**src/rtl/comp_conv_arb.sv**
```systemverilog
// Round-robin arbiter sharing one sign-magnitude to two's-complement converter among N_REQ requesters.
// Define COMP_CONV_ARB_NZ_FIX_EN to map negative zero to 0.
module comp_conv_arb #(
    parameter int unsigned W     = 8,
    parameter int unsigned N_REQ = 4,
    parameter int unsigned ID_W  = 2
) (
    input  logic               clk,
    input  logic               rst_n,
    input  logic [N_REQ-1:0]   req,
    input  logic [N_REQ*W-1:0] data_in,
    output logic [N_REQ-1:0]   grant,
    output logic               out_valid,
    output logic [W-1:0]       out_data,
    output logic [ID_W-1:0]    out_id,
    input  logic               out_ready
);

    localparam logic [0:0] IDLE = 1'b0;
    localparam logic [0:0] HOLD = 1'b1;

    logic [0:0]       state_q, state_d;
    logic [ID_W-1:0]  ptr_q, ptr_d;
    logic [N_REQ-1:0] grant_q, grant_d;
    logic             out_valid_q, out_valid_d;
    logic [W-1:0]     out_data_q, out_data_d;
    logic [ID_W-1:0]  out_id_q, out_id_d;

    logic             found_hi, found_any;
    logic [ID_W-1:0]  win_hi, win_lo, win;
    logic [W-1:0]     win_word;

    function automatic logic [W-1:0] conv(input logic [W-1:0] x);
        logic [W-2:0] mag;
        mag = ~x[W-2:0] + 1'b1;
        if (!x[W-1]) begin
            return x;
        end
`ifdef COMP_CONV_ARB_NZ_FIX_EN
        if (x[W-2:0] == '0) begin
            return '0;
        end
`endif
        return {1'b1, mag};
    endfunction

    // Lowest set bit at or above ptr wins; otherwise wrap to the lowest set bit overall.
    always_comb begin
        found_hi  = 1'b0;
        found_any = 1'b0;
        win_hi    = '0;
        win_lo    = '0;
        for (int i = N_REQ - 1; i >= 0; i--) begin
            if (req[i]) begin
                found_any = 1'b1;
                win_lo    = ID_W'(i);
                if (i >= int'(32'(ptr_q))) begin
                    found_hi = 1'b1;
                    win_hi   = ID_W'(i);
                end
            end
        end
        win = found_hi ? win_hi : win_lo;
    end

    always_comb begin
        win_word = '0;
        for (int i = 0; i < N_REQ; i++) begin
            if (ID_W'(i) == win) begin
                win_word = data_in[i*W +: W];
            end
        end
    end

    always_comb begin
        state_d     = state_q;
        ptr_d       = ptr_q;
        grant_d     = '0;
        out_valid_d = out_valid_q;
        out_data_d  = out_data_q;
        out_id_d    = out_id_q;
        case (state_q)
            IDLE: begin
                if (found_any) begin
                    out_data_d  = conv(win_word);
                    out_id_d    = win;
                    grant_d     = N_REQ'(1) << win;
                    out_valid_d = 1'b1;
                    state_d     = HOLD;
                    ptr_d       = (32'(win) == N_REQ - 1) ? '0 : win + 1'b1;
                end
            end
            HOLD: begin
                if (out_ready) begin
                    out_valid_d = 1'b0;
                    state_d     = IDLE;
                end
            end
            default: state_d = IDLE;
        endcase
    end

    always_ff @(posedge clk or negedge rst_n) begin
        if (!rst_n) begin
            state_q     <= IDLE;
            ptr_q       <= '0;
            grant_q     <= '0;
            out_valid_q <= 1'b0;
            out_data_q  <= '0;
            out_id_q    <= '0;
        end else begin
            state_q     <= state_d;
            ptr_q       <= ptr_d;
            grant_q     <= grant_d;
            out_valid_q <= out_valid_d;
            out_data_q  <= out_data_d;
            out_id_q    <= out_id_d;
        end
    end

    assign grant     = grant_q;
    assign out_valid = out_valid_q;
    assign out_data  = out_data_q;
    assign out_id    = out_id_q;

endmodule

```
**config.mk**
```make
export PLATFORM = sky130hd
export DESIGN_NAME = comp_conv_arb
export DESIGN_NICKNAME = d
export VERILOG_FILES = /design/src/rtl/comp_conv_arb.sv
export SDC_FILE = /design/constraint.sdc
export NUM_CORES = 1
export LEC_CHECK = 0
export BUFFER_PORTS_ARGS = -buffer_cell sky130_fd_sc_hd__buf_2
export CORE_MARGIN = 2
export CORE_UTILIZATION = 41
export CTS_CLUSTER_DIAMETER = 40
export DETAILED_ROUTE_END_ITERATION = 10
export GPL_TIMING_DRIVEN = 0
export PLACE_DENSITY = 0.77
export SLEW_MARGIN = 40
export SYNTH_ARGS = -nofsm -noshare
export SYNTH_HDL_FRONTEND = slang
export SYNTH_SLANG_ARGS = --single-unit
```
**constraint.sdc**
```tcl
create_clock -name clk -period 2.6 [get_ports clk]
set_clock_uncertainty 0.2 [all_clocks]
set_input_delay 0.13 -clock clk [delete_from_list [all_inputs] [get_ports clk]]
set_output_delay 0.13 -clock clk [all_outputs]
set_load 0.02 [all_outputs]
```
==> results.sh <==
export IMPL_dp_cells=213
export IMPL_slew_violations=0
export IMPL_final_nets=247
export IMPL_antenna_found_initial=0
export IMPL_synth_top_area_frac=0.395
export IMPL_dieArea_um2=3220
export IMPL_cts_htree_levels=1
export IMPL_vias_per_cell=5.31
export IMPL_drive_above_1_share=0.517
export IMPL_routed_wl_um=3130
export IMPL_final_area_um2=1740
export IMPL_clkSinkCount=18
export IMPL_crit_required_ns=2.64
export IMPL_synth_edf_count=0
export IMPL_ys_top_cells_by_area="dfrtp_1 (40%), nand2_1 (5.6%), ha_1 (5.5%)"
export IMPL_layout_area_overhead_vs_synth_pct=52.2
export IMPL_clock_latency_ns=0.30
export IMPL_cp_slowest_cell="or4b_1"
export IMPL_slew_headroom=0.640
export IMPL_grt_pass1_vias=1263
export IMPL_grt_start_max_net_pins=19
export IMPL_root_buffer="clkbuf_4"
export IMPL_final_core_util=0.646
export IMPL_ys_ff_latch=18
export IMPL_timing_final_ws_setup_ns=-0.227
export IMPL_die_x_um=56.7
export IMPL_leakagePower_uw=0.000834
export IMPL_cp_num_buf_inv=3
export IMPL_start_util=0.424
export IMPL_yosysMostFrequentCell="dfrtp_1"
export IMPL_fin_crit_ns=2.83
export IMPL_path_delay_family="simple AND/OR/NAND/NOR gates"
export IMPL_crit_path_max_incr_delay_ns=0.46
export IMPL_status="complete, but fails checks"
export IMPL_synthArstFlopShare=1.00
export IMPL_clk_pin_slew_ns=0.09
export IMPL_crit_top_cell="buf_4"
export IMPL_netlist_top_cells_count="dfrtp_1 (18), nand2_1 (17), a21oi_1 (12)"
export IMPL_antenna_cells=0
export IMPL_critPathMaxFanout=6
export IMPL_ir_drop_mv=0.739
export IMPL_vias=1233
export IMPL_grt_overflow=0
export IMPL_drt_pass1_iter_count=4
export IMPL_layoutNonFillerInstCount=232
export IMPL_pin_count=54
export IMPL_grt_usage=0.205
export IMPL_routedWlPerCell_um=13.5
export IMPL_ant_nets=0
export IMPL_grt_setup_unrepaired="true"
export IMPL_arrival_ns=2.87
export IMPL_synth_avg_cell_area_um2=8.84
export IMPL_ys_flop_type="dfrtp_1"
export IMPL_synth_nets=173
export IMPL_drc_errors=0
export IMPL_drt_initial_drc_count=15
export IMPL_layout_area_seq_um2=453
export IMPL_fin_crit_sh=1.09
export IMPL_timing_hold_violations_final=0
export IMPL_synth_area_um2=1140
export IMPL_port_buffers=53
export IMPL_grt_pass1_wl_um=5230
export IMPL_failed_checks="setup timing"
export IMPL_cts_tree="yes"
export IMPL_setup_viol=6
export IMPL_core_area_um2=2690
export IMPL_fillers=225
export IMPL_critPathLaunchType="flip-flop"
export IMPL_rows=19
export IMPL_powerDensity_nw_per_um2=1030
export IMPL_synth_cell_types=38
export IMPL_worst_pin_slew_ns=0.539
export IMPL_dpl_cell_area_um2=1500
export IMPL_place_gp_congestion=0.760
export IMPL_ys_seq_area_frac=0.395
export IMPL_ys_warn_count=0
export IMPL_max_freq_mhz=354
export IMPL_yosysTopAreaCell="dfrtp_1"
export IMPL_dp_hpwl_um=2270
export IMPL_clock_path_buffers=2
export IMPL_multi_input_area_um2=759
export IMPL_cap_violations=0
export IMPL_endpoint_kind="flip-flop"
export IMPL_path_cells="a21boi_1, o21ai_2, a21oi_2, buf_4, ha_4, clkinvlp_4, buf_4, o22ai_1, a21oi_1, nor2_1, or4b_1, nand3_1"
export IMPL_die_h_um=56.7
export IMPL_synthCells=129
export IMPL_cts_buffers=3
export IMPL_worst_hold_path_type="in -> reg"
export IMPL_criticalPathCategory="reg -> reg"
report_power, final:
group / internal [uW] / switching [uW] / total, uW
registers: 378 / 59.4 / 437
logic: 561 / 653 / 1210
clock network: 54.1 / 82.9 / 137
total: 993 / 796 / 1790
worst paths after layout:
kind / from / endpoint / slack (ns) / depth (start not counted)
max: ptr_q[0] / out_data[5] / -0.23 / 12
min: req[0] / out_id[1] / 0.06 / 4
max reg2reg: ptr_q[0] / out_data[5] / -0.23 / 12
min reg2reg: out_data[7] / out_data[7] / 0.28 / 2
max in group asynchronous: rst_n / ptr_q[1] / 1.83 / 2
min in group asynchronous: rst_n / out_data[2] / 0.07 / 2
cells in the final DEF, fill, tap and decap left out, types with 2 or more instances in the layout:
cell and n:
nand2_1 17, dlygate4sd3_1 2, mux2i_1 2, o21ai_2 2, o21ai_0 6, buf_6 2
nand3b_1 2, a21oi_1 7, o31ai_1 2, o311ai_1 2, inv_1 2, o21ai_1 2
clkbuf_4 3, buf_2 54, nor2_1 4, buf_4 14, a22oi_2 3, o22ai_2 3
ha_4 2, a21oi_2 4, a22oi_1 4, xor2_1 2, dfrtp_2 2, nand2b_1 2
nand2b_4 2, dfrtp_1 16, o22ai_1 4, nor3_1 2, ha_2 3, inv_2 3
and2_1 5
per-stage QoR:
step | total power [uW] | TNS, ns | hold WS, ns | setup WS [ns]
3_5_place_dp | 1390 | -1.92 | -0.129 | -0.388
2_1_floorplan | 1140 | -0.158 | -0.366 | -0.137
4_1_cts | 1700 | -0.723 | 0.0375 | -0.207
3_3_place_gp | 1360 | -1.43 | -0.135 | -0.302
5_1_grt | 1920 | -1.72 | 0.0891 | -0.342
6_report | 1790 | -0.950 | 0.0618 | -0.227
state kept, by name, indices dropped and copies added, names as in the netlist:
name       cells
state_q        1
grant          4
out_data       8
ptr_q          2
out_id         2
out_valid      1
layout make-up:
type | count | share of cell area
Buffer | 4 | 0.0195
Clock buffer | 3 | 0.0130
Inverter | 6 | 0.0151
Multi-Input combinational cell | 100 | 0.438
Sequential cell | 18 | 0.261
Tap cell | 31 | 0.0224
Timing Repair Buffer | 70 | 0.231
tightest hold or removal path, delay by kind of cell:
family          cells  cell delay, ns
compound gates      2            0.17
buf+inv             2            0.23
layer usage:
| layer | routed length (um) | track usage | vias up |
|---|---|---|---|
| li1 | - | - | 614 |
| met1 | 1250 | 0.235 | 560 |
| met2 | 1650 | 0.362 | 54 |
| met3 | 185 | 0.0253 | 5 |
| met4 | 48 | 0.119 | 0 |
| met5 | 0 | 0 | - |
logic make-up after synthesis:
logic type      Yosys count  synth area share
xor+xnor                  3            0.0231
compound gates           44             0.245
flops                    18             0.395
mux                       2            0.0176
buf+inv                  11            0.0505
simple gates             46             0.214
fa+ha+maj                 5            0.0549
repair_timing:
item,in CTS,in global routing
hold buffers,2,0
setup buffers,12,3
setup endpoints to repair,7,7
pin swaps,6,2
resized for setup,15,8
hold endpoints to repair,20,0
No activity file was read; power rests on OpenSTA's default activity.
